[src/rtl/int_to_fp_pipe_vec_pkg.sv]
// Shared FPU definitions: rounding modes, op/flag bit positions, FP32 bias
// and the per-lane prenormalised operand that crosses the pipeline.
package int_to_fp_pipe_vec_pkg;

  typedef enum logic [2:0] {
    RM_RNE = 3'd0,
    RM_RTZ = 3'd1,
    RM_RDN = 3'd2,
    RM_RUP = 3'd3,
    RM_RMM = 3'd4
  } rm_e;

  localparam int OP_NCVT   = 2;  // 1: non-convert op, all lanes produce 0
  localparam int OP_SRC64  = 1;  // 1: 64-bit source, 0: low 32 bits only
  localparam int OP_SIGNED = 0;  // 1: two's complement source

  localparam int FLG_NV = 4;
  localparam int FLG_DZ = 3;
  localparam int FLG_OF = 2;
  localparam int FLG_UF = 1;
  localparam int FLG_NX = 0;

  localparam int FP32_BIAS = 127;

  // Stage-1 operand: magnitude, sign, zero and leading-zero count.
  typedef struct packed {
    logic [63:0] mag;
    logic        sgn;
    logic        zero;
    logic [5:0]  lzc;
  } norm_t;

endpackage

[src/rtl/int_to_fp_lane.sv]
// One conversion lane. The prenorm half feeds pipeline stage 1; the postnorm
// half reads the last retimed copy and produces the FP32 result and flags.
module int_to_fp_lane
  import int_to_fp_pipe_vec_pkg::*;
(
  input  logic [63:0] a,
  input  logic        src64,
  input  logic        sgn_src,
  output norm_t       pre,
  input  norm_t       post,
  input  logic [2:0]  rm,
  input  logic        en,
  output logic [31:0] res,
  output logic [4:0]  flg
);

  logic [63:0] src, mag;
  logic        neg;
  logic [5:0]  lzc;

  // Prenorm: extend the source, take magnitude, count leading zeros.
  always_comb begin
    src = src64 ? a : (sgn_src ? {{32{a[31]}}, a[31:0]} : {32'b0, a[31:0]});
    neg = sgn_src & src[63];
    mag = neg ? (~src + 64'd1) : src;
    lzc = '0;
    for (int i = 0; i < 64; i++)
      if (mag[i]) lzc = 6'(63 - i);
    pre = '{mag: mag, sgn: neg, zero: (src == '0), lzc: lzc};
  end

  logic [63:0] norm;
  logic        grd, stk, inx, rup;
  logic [24:0] sig;
  logic [7:0]  ex;

  // Postnorm: left-justify, round the 24-bit significand, fold carry into exponent.
  always_comb begin
    norm = post.mag << post.lzc;
    grd  = norm[39];
    stk  = |norm[38:0];
    inx  = grd | stk;
    case (rm)
      RM_RTZ:  rup = 1'b0;
      RM_RDN:  rup = inx & post.sgn;
      RM_RUP:  rup = inx & ~post.sgn;
      RM_RMM:  rup = grd;
      default: rup = grd & (stk | norm[40]);  // RNE, also encodings 5..7
    endcase
    sig = {1'b0, norm[63:40]} + 25'(rup);
    ex  = 8'(FP32_BIAS + 63) - {2'b00, post.lzc} + {7'b0, sig[24]};
    res = {post.sgn, ex, sig[24] ? sig[23:1] : sig[22:0]};
    flg = '0;
    // Integer to FP32 can never be invalid, divide, overflow or underflow.
    flg[FLG_NV] = 1'b0; flg[FLG_DZ] = 1'b0; flg[FLG_OF] = 1'b0; flg[FLG_UF] = 1'b0;
    flg[FLG_NX] = inx;
    if (!en || post.zero) begin
      res = '0;
      flg = '0;
    end
  end

endmodule

[src/rtl/int_to_fp_pipe_vec.sv]
// Vector integer-to-FP32 converter with a STAGES-deep elastic pipeline.
// Stage 1 holds prenormalised operands, middle stages are retiming copies,
// the last stage holds the rounded results.
module int_to_fp_pipe_vec
  import int_to_fp_pipe_vec_pkg::*;
#(
  parameter int NUM_LANES = 4,
  parameter int STAGES    = 2,
  parameter int CTRL_W    = 8
) (
  input  logic                       clk,
  input  logic                       rst_n,
  input  logic                       flush_i,
  input  logic                       in_valid_i,
  output logic                       in_ready_o,
  input  logic [2:0]                 op_i,
  input  logic [2:0]                 rm_i,
  input  logic [NUM_LANES-1:0][63:0] a_i,
  input  logic [NUM_LANES-1:0]       mask_i,
  input  logic [CTRL_W-1:0]          ctrl_i,
  output logic                       out_valid_o,
  input  logic                       out_ready_i,
  output logic [NUM_LANES-1:0][31:0] result_o,
  output logic [NUM_LANES-1:0][4:0]  fflags_o,
  output logic [4:0]                 fflags_or_o,
  output logic [CTRL_W-1:0]          ctrl_o
);

  localparam int MID = STAGES - 1;  // last stage holding prenorm data

  logic [STAGES:1]             vld_pipe, go;
  norm_t [NUM_LANES-1:0]       pre_n;
  norm_t [NUM_LANES-1:0]       nrm_q  [1:MID];
  logic [2:0]                  rm_q   [1:MID];
  logic [NUM_LANES-1:0]        en_q   [1:MID];
  logic [CTRL_W-1:0]           ctrl_q [1:MID];
  logic [NUM_LANES-1:0][31:0]  res_n, res_q;
  logic [NUM_LANES-1:0][4:0]   flg_n, flg_q;
  logic [CTRL_W-1:0]           ctrl_oq;

  for (genvar k = 0; k < NUM_LANES; k++) begin : g_lane
    int_to_fp_lane u_lane (
      .a       (a_i[k]),
      .src64   (op_i[OP_SRC64]),
      .sgn_src (op_i[OP_SIGNED]),
      .pre     (pre_n[k]),
      .post    (nrm_q[MID][k]),
      .rm      (rm_q[MID]),
      .en      (en_q[MID][k]),
      .res     (res_n[k]),
      .flg     (flg_n[k])
    );
  end

  // Stage k may load when it is empty or its contents move on this edge.
  always_comb begin
    go = '0;
    go[STAGES] = ~vld_pipe[STAGES] | out_ready_i;
    for (int k = STAGES - 1; k >= 1; k--)
      go[k] = ~vld_pipe[k] | go[k+1];
  end

  // A flushed cycle swallows the offered op, so it can always be "accepted".
  assign in_ready_o  = go[1] | flush_i;
  assign out_valid_o = vld_pipe[STAGES] & ~flush_i;
  assign result_o    = res_q;
  assign fflags_o    = flg_q;
  assign ctrl_o      = ctrl_oq;

  // Disabled lanes already carry zero flags, so a plain OR covers enabled lanes.
  always_comb begin
    fflags_or_o = '0;
    for (int k = 0; k < NUM_LANES; k++) fflags_or_o |= flg_q[k];
  end

  // Valid shift register plus per-stage data; data only moves with a valid op.
  always_ff @(posedge clk or negedge rst_n) begin
    if (!rst_n) begin
      vld_pipe <= '0;
      for (int s = 1; s <= MID; s++) begin
        nrm_q[s]  <= '0;
        rm_q[s]   <= '0;
        en_q[s]   <= '0;
        ctrl_q[s] <= '0;
      end
      res_q   <= '0;
      flg_q   <= '0;
      ctrl_oq <= '0;
    end else begin
      if (flush_i) begin
        vld_pipe <= '0;
      end else begin
        for (int s = STAGES; s >= 2; s--)
          if (go[s]) vld_pipe[s] <= vld_pipe[s-1];
        if (go[1]) vld_pipe[1] <= in_valid_i;
      end
      if (go[1] && in_valid_i) begin
        nrm_q[1]  <= pre_n;
        rm_q[1]   <= rm_i;
        en_q[1]   <= mask_i & {NUM_LANES{~op_i[OP_NCVT]}};
        ctrl_q[1] <= ctrl_i;
      end
      for (int s = 2; s <= MID; s++)
        if (go[s] && vld_pipe[s-1]) begin
          nrm_q[s]  <= nrm_q[s-1];
          rm_q[s]   <= rm_q[s-1];
          en_q[s]   <= en_q[s-1];
          ctrl_q[s] <= ctrl_q[s-1];
        end
      if (go[STAGES] && vld_pipe[MID]) begin
        res_q   <= res_n;
        flg_q   <= flg_n;
        ctrl_oq <= ctrl_q[MID];
      end
    end
  end

endmodule

[config.mk]
export PLATFORM = sky130hd
export DESIGN_NAME = int_to_fp_pipe_vec
export DESIGN_NICKNAME = d
export VERILOG_FILES = /design/src/rtl/int_to_fp_pipe_vec_pkg.sv /design/src/rtl/int_to_fp_lane.sv /design/src/rtl/int_to_fp_pipe_vec.sv
export SDC_FILE = /design/constraint.sdc
export NUM_CORES = 2
export LEC_CHECK = 0
export ABC_AREA = 0
export CORE_UTILIZATION = 35
export DETAILED_ROUTE_END_ITERATION = 6
export PLACE_DENSITY_LB_ADDON = 0.2
export REMOVE_ABC_BUFFERS = 1
export SLEW_MARGIN = 20
export SYNTH_ARGS = -nofsm -noshare
export SYNTH_HDL_FRONTEND = slang
export SYNTH_HIERARCHICAL = 1
export SYNTH_SLANG_ARGS = --single-unit
[constraint.sdc]
create_clock -name clk -period 6.5 [get_ports clk]
set_clock_uncertainty 0.15 [all_clocks]
set_input_delay 0.975 -clock clk [delete_from_list [all_inputs] [get_ports clk]]
set_output_delay 0.975 -clock clk [all_outputs]
set_load 0.01 [all_outputs]
# Word-level counts from Yosys, hierarchy flattened
# Cells that the tools add are included.
[word_totals]
word_cells = 405
out_inout_bits = 163
in_bits = 279
ff_bits = 461
[op_classes]
bitwise = 44
n_reduce_logical = 20
n_shift = 4
n_eq_ne = 4
mux = 287
addsub = 16
[op_table]
columns = ["op", "n"]
rows = [
  ["$mux W6", 256],
  ["$mux W64", 12],
  ["$add A64 B1 Y64 const B", 4],
  ["$logic_not A64 Y1", 4],
  ["$not A64 Y64", 4],
  ["$shl A64 B6 Y64", 4],
  ["$reduce_or A39 Y1", 4],
  ["$mux W32", 4],
  ["$add A24 B1 Y25", 4],
  ["$mux W23", 4],
  ["$add A8 B1 Y8", 4],
  ["$sub A8 B6 Y8 const A", 4],
  ["$and A1 B1 Y1", 17],
  ["$pmux W1 S4", 4],
  ["$or A5 B5 Y5", 3],
  ["$or A1 B1 Y1", 11],
  ["$not A1 Y1", 8],
  ["$eq A3 B2 Y1 const B", 2],
  ["$mux W1", 6],
  ["$and A4 B4 Y4", 1],
  ["$logic_not A1 Y1", 4],
  ["$logic_or A1 B1 Y1", 4],
  ["$reduce_bool A2 Y1", 2],
  ["$eq A3 B1 Y1 const B", 1],
  ["other kinds (3)", 4],
]

# Longest topological paths before layout
[logic_depth]
depth_word = 69
depth_mapped = 30
depth_no_buf = 23

# Modules after synthesis
# Netlist, hierarchy kept.
[modules_own_cells]
columns = ["module", "seq_area_each_um2", "instances", "cells_per_inst", "area_per_inst_um2"]
rows = [
  ["int_to_fp_lane (g_lane[0].u_lane ...)", 0.0, 2, 1219, 9148.8],
  ["int_to_fp_pipe_vec", 11536.1, 1, 990, 17277.8],
  ["int_to_fp_lane (g_lane[2].u_lane)", 0.0, 1, 1085, 8669.6],
  ["int_to_fp_lane (g_lane[3].u_lane)", 0.0, 1, 1161, 8658.3],
]

# Worst setup path after synthesis
# Ideal clock, no wire load.
[synth_path]
path_kind = "reg2reg"
start = "reg nrm_q[217] (netlist name)"
end = "reg res_q, in the netlist result_o[123]"
path_buffers = 3
stages_incl_launch_ff = 26
arrival_time_ns = 5.417
path_slack_ns = 0.809
t_required_ns = 6.225
setup_ns = 0.125
path_cell_list = "dfrtp_1 > buf_1 > buf_1 > clkbuf_1 > nand2b_1 > or4b_2 > a221oi_1 > nor2_1 > nor4_1 > a41oi_1 > o21ai_0 > nand3_1 > ha_1 > ha_1 > inv_1 > nor2_1 > a32oi_1 > nor2_1 > and2_1 > nand4_1 > ha_1 > ha_1 > nand3_1 > xnor2_1 > nor2_1 > mux2_2"
[synth_lines]
columns = ["item", "line_no", "rtl"]
rows = [
  ["start: declaration", "int_to_fp_pipe_vec.sv:33", "norm_t [NUM_LANES-1:0] nrm_q [1:MID];"],
  ["start signal: indexed assignment", "int_to_fp_pipe_vec.sv:105", "nrm_q[s] <= nrm_q[s-1];"],
  ["end signal: assignment", "int_to_fp_pipe_vec.sv:111", "res_q <= res_n;"],
  ["end: declaration", "int_to_fp_pipe_vec.sv:37", "logic [NUM_LANES-1:0][31:0] res_n, res_q;"],
]

==> results by group <==
Placed design
  • Port Buffers: 441
  • Routability cong.: 0.990
  • Dpl hpwl: 152000 µm

Synthesis
  • Area fraction of the dominant cell type after synthesis: 21.8%
  • Mean post-synth cell area: 9.32 µm²
  • Synth Register Bits: 461
  • Post-synth ARST share: 100%
  • Syn. warnings: 6
  • Syn Inst Count: 5674
  • Synth cell types: 125
  • Netlist Area Pre-Place: 0.0529 mm²
  • Fraction of the yosys area taken by sequential cells: 21.8%
  • Main flop type after synthesis: dfrtp_1
  • Synth area leaders: dfrtp_1 (22%), mux4_2 (12%), mux2_2 (8.6%)
  • Post-synth EDFFs: 0
  • Leading area contributor after synthesis: dfrtp_1

Power and ir drop
  • Sw Ratio: 42.5%
  • P_int: 9.72 mW
  • Sequential cell fraction of total power: 23.9%
  • Clock power share: 21.6%
  • Psw: 7.19 mW
  • Power per Cell Area: 278 mW/mm²
  • Leakage: 23.6 nW
  • Worst IR Drop VDD: 217 µV
  • Comb pwr share: 54.5%

Worst setup path
  • Critical path arrival: 6.53 ns
  • Reg2Reg Depth: 24
  • CP max stage cell: nor2_1
  • Reg2reg start: nrm_q[1]
  • R2R Path End: result_o[27]
  • Crit path kind: reg -> reg
  • Cell repeated most along the worst path: ha_1
  • CP max stage delay: 0.66 ns
  • Crit. End Element: flip-flop
  • Crit-path max FO: 31
  • Reg-to-reg setup timing slack: 0.38 ns
  • Startpoint types: flip-flop
  • Req. time, crit path: 6.91 ns
  • Cell Chain, Critical Path: buf_4 -> nor2_1 -> a22oi_1 -> a21oi_1 -> a21o_1 -> o2111ai_1 -> o31a_1 -> o41ai_2 -> a211oi_1 -> a32oi_1 -> o211ai_1 -> ha_1 -> ha_1 -> nand2_1 -> a2111o_1 -> a22o_1 -> nor4_4 -> nand4_4 -> ha_1 -> ha_1 -> nand3_1 -> xnor2_1 -> nor2_1 -> mux2_2

Drt
  • Vias/cell: 6.13
  • DR vias: 48900
  • DRT antenna net count: 0
  • DRT iter0 DRCs: 4251
  • DR pass1 iterations: 6
  • Final wirelength: 195000 µm
  • DRC: 0
  • Drt wl/cell: 24.5 µm

Timing
  • Final slew viol count: 0
  • Final hold vios: 0
  • Crit share post-route: 94.1%
  • # setup viols final: 0
  • Worst-Margin Slew: 1.03 ns
  • Highest clock rate: 0.164 GHz
  • Setup TNS: 0 ns
  • Hold_ws: 0.117 ns
  • Unrepaired setup endpoints after global routing: yes
  • Slew HR: 29.6%
  • Final worst path period need: 6.12 ns

CTS
  • Sink Count: 461
  • Resize count post-CTS: 0
  • H-tree levels: 2
  • CTS Root Cell: clkbuf_16
  • CTS Buf Count: 60
  • Worst-path clk slew: 0.07 ns
  • Clk buf depth: 3
  • CTS tree: built
  • Skew-Pair Late Insertion Delay: 0.67 ns

Worst hold path
  • HP Class: in -> async

Job
  • Max Cap Viol: 0

GRT
  • First-pass GRT wire length: 297000 µm
  • Vias in the first global route: 47100
  • Initial antenna violation count: 8
  • GR Overflow Total: 0
  • Largest net degree at the start of global routing: 147
  • Global Route Usage Sum: 24.8%

Layout
  • Layout cells sized above 1: 19.5%
  • # fillers: 15000
  • Synthesis-to-finish area growth: 15.1%
  • Final core utilization: 40.6%
  • Final #Nets: 6218

Floorplanning
  • Vert. Die Dim: 391 µm
  • Initial core utilization: 35.3%
  • Io pins: 442
  • Die Wd: 391 µm
  • Num rows: 142
  • Core area: 0.150 mm²
  • Die footprint: 0.153 mm²

Outcome
  • Outcome: complete, no violations
[logic make-up (layout without fill, tap and decap cells)]
kind of cell	Yosys count	in the layout	synth area share [%]
xor+xnor	268	268	4.44
mux	1169	1169	31.4
compound gates	1314	1314	17.6
flops	461	461	21.8
fa+ha+maj	24	24	0.568
simple gates	1815	1815	18.0
other cells	4	19	0.0284
buf+inv	619	896	6.27
[how the worst max path moves through the flow]
stage / from / to / slack, ns
after floorplan: nrm_q[72] / result_o[59] / -1.73
after global placement: nrm_q[0] / result_o[27] / 0.28
after detailed placement: nrm_q[0] / result_o[27] / 0.36
after CTS: nrm_q[0] / result_o[27] / 0.35
after global routing: nrm_q[0] / result_o[27] / -0.008
final: nrm_q[1] / result_o[27] / 0.38
[placed cells by master (no fill, tap or decap), types with 23 or more instances in the layout]
cell / Yosys / routed
a211oi_1: 58 / 58
a21o_1: 34 / 34
a21oi_1: 292 / 292
a221oi_1: 23 / 23
a22oi_1: 27 / 27
a31oi_1: 93 / 93
and2_1: 38 / 38
and3_1: 41 / 41
buf_4: 47 / 158
clkbuf_16: 0 / 61
clkdlybuf4s50_1: 0 / 438
dfrtp_1: 461 / 451
ha_1: 24 / 24
inv_1: 163 / 162
mux2_1: 213 / 213
mux2_2: 406 / 406
mux2i_1: 231 / 231
mux4_1: 41 / 41
mux4_2: 275 / 275
nand2_1: 413 / 412
nand2b_1: 68 / 68
nand3_1: 127 / 127
nand4_1: 47 / 47
nor2_1: 452 / 452
nor2b_1: 45 / 45
nor3_1: 170 / 170
nor3b_1: 26 / 25
nor4_1: 90 / 88
o211ai_1: 54 / 54
o21ai_0: 194 / 194
o22ai_1: 44 / 44
o2bb2ai_1: 28 / 28
o31ai_1: 45 / 45
o41ai_1: 31 / 31
or2_2: 33 / 33
or3_1: 55 / 55
or4_1: 49 / 49
xnor2_1: 167 / 167
xor2_1: 101 / 101
[flip-flops by register name, indices dropped and copies added, names as in the netlist]
| name | cells |
|---|---|
| ctrl_o | 8 |
| ctrl_q | 8 |
| en_q | 4 |
| fflags_o | 20 |
| nrm_q | 288 |
| result_o | 128 |
| rm_q | 3 |
| vld_pipe | 2 |
[repair_timing]
| action | CTS | global route |
|---|---|---|
| hold endpoints to repair | 0 | 0 |
| hold buffers | 0 | 0 |
| setup buffers | 0 | 2 |
| endpoints found under the setup margin | 0 | 14 |
[final cells by class]
cell class | count | area, µm² | area share (%)
Clock inverter | 31 | 424 | 0.697
Tap cell | 2016 | 2520 | 4.14
Multi-Input combinational cell | 4606 | 38100 | 62.6
Inverter | 174 | 653 | 1.07
Antenna cell | 3 | 7.51 | 0.0123
Sequential cell | 461 | 11600 | 19.0
Clock buffer | 79 | 1720 | 2.83
Timing Repair Buffer | 612 | 5880 | 9.66
[worst max-delay path: cells and delay by family (launching register included)]
| kind | cells | cell delay [ns] |
|---|---|---|
| xor+xnor | 1 | 0.18 |
| mux | 1 | 0.27 |
| flops | 1 | 0.40 |
| buf+inv | 1 | 0.26 |
| simple gates | 6 | 1.13 |
| fa+ha+maj | 4 | 0.85 |
| compound gates | 11 | 2.71 |
[Yosys cell counts, types with 49 or more instances]
| library cell | n |
|---|---|
| o211ai_1 | 54 |
| o21ai_0 | 194 |
| or3_1 | 55 |
| buf_6 | 52 |
| mux2i_1 | 231 |
| xnor2_1 | 167 |
| dfrtp_1 | 461 |
| mux4_2 | 275 |
| nand2_1 | 413 |
| mux2_2 | 406 |
| a211oi_1 | 58 |
| clkbuf_1 | 196 |
| nor4_1 | 90 |
| inv_1 | 163 |
| or4_1 | 49 |
| nand2b_1 | 68 |
| a21oi_1 | 292 |
| mux2_1 | 213 |
| xor2_1 | 101 |
| buf_2 | 85 |
| nor3_1 | 170 |
| nand3_1 | 127 |
| a31oi_1 | 93 |
| nor2_1 | 452 |
[power by group through the flow]
stage / logic [mW] / clock network [mW] / registers (mW)
floorplan: 5.83 / 0 / 4.16
global placement: 9.05 / 0 / 4.09
detailed placement: 9.04 / 0 / 4.10
CTS: 9.08 / 3.79 / 4.06
global route: 9.81 / 3.88 / 4.13
finish: 9.21 / 3.65 / 4.04
[metrics by stage]
| stage | cell area (µm²) | power (mW) | cells | setup slack, ns |
|---|---|---|---|---|
| after global placement | 58700 | 13.1 | 7867 | 0.283 |
| after floorplan | 50300 | 9.99 | 5241 | -1.73 |
| after CTS | 60800 | 16.9 | 7977 | 0.348 |
| after detailed placement | 58700 | 13.1 | 7867 | 0.359 |
| final | 60900 | 16.9 | 7982 | 0.384 |
| after global routing | 60900 | 17.8 | 7979 | -0.00813 |
[metal layers]
| layer | global-route usage [%] | wire, µm |
|---|---|---|
| met5 | 0 | 34 |
| met1 | 35.5 | 89800 |
| met3 | 4.46 | 13600 |
| met2 | 37.8 | 86400 |
| met4 | 7.22 | 5560 |
No activity file was read; power rests on OpenSTA's default activity.
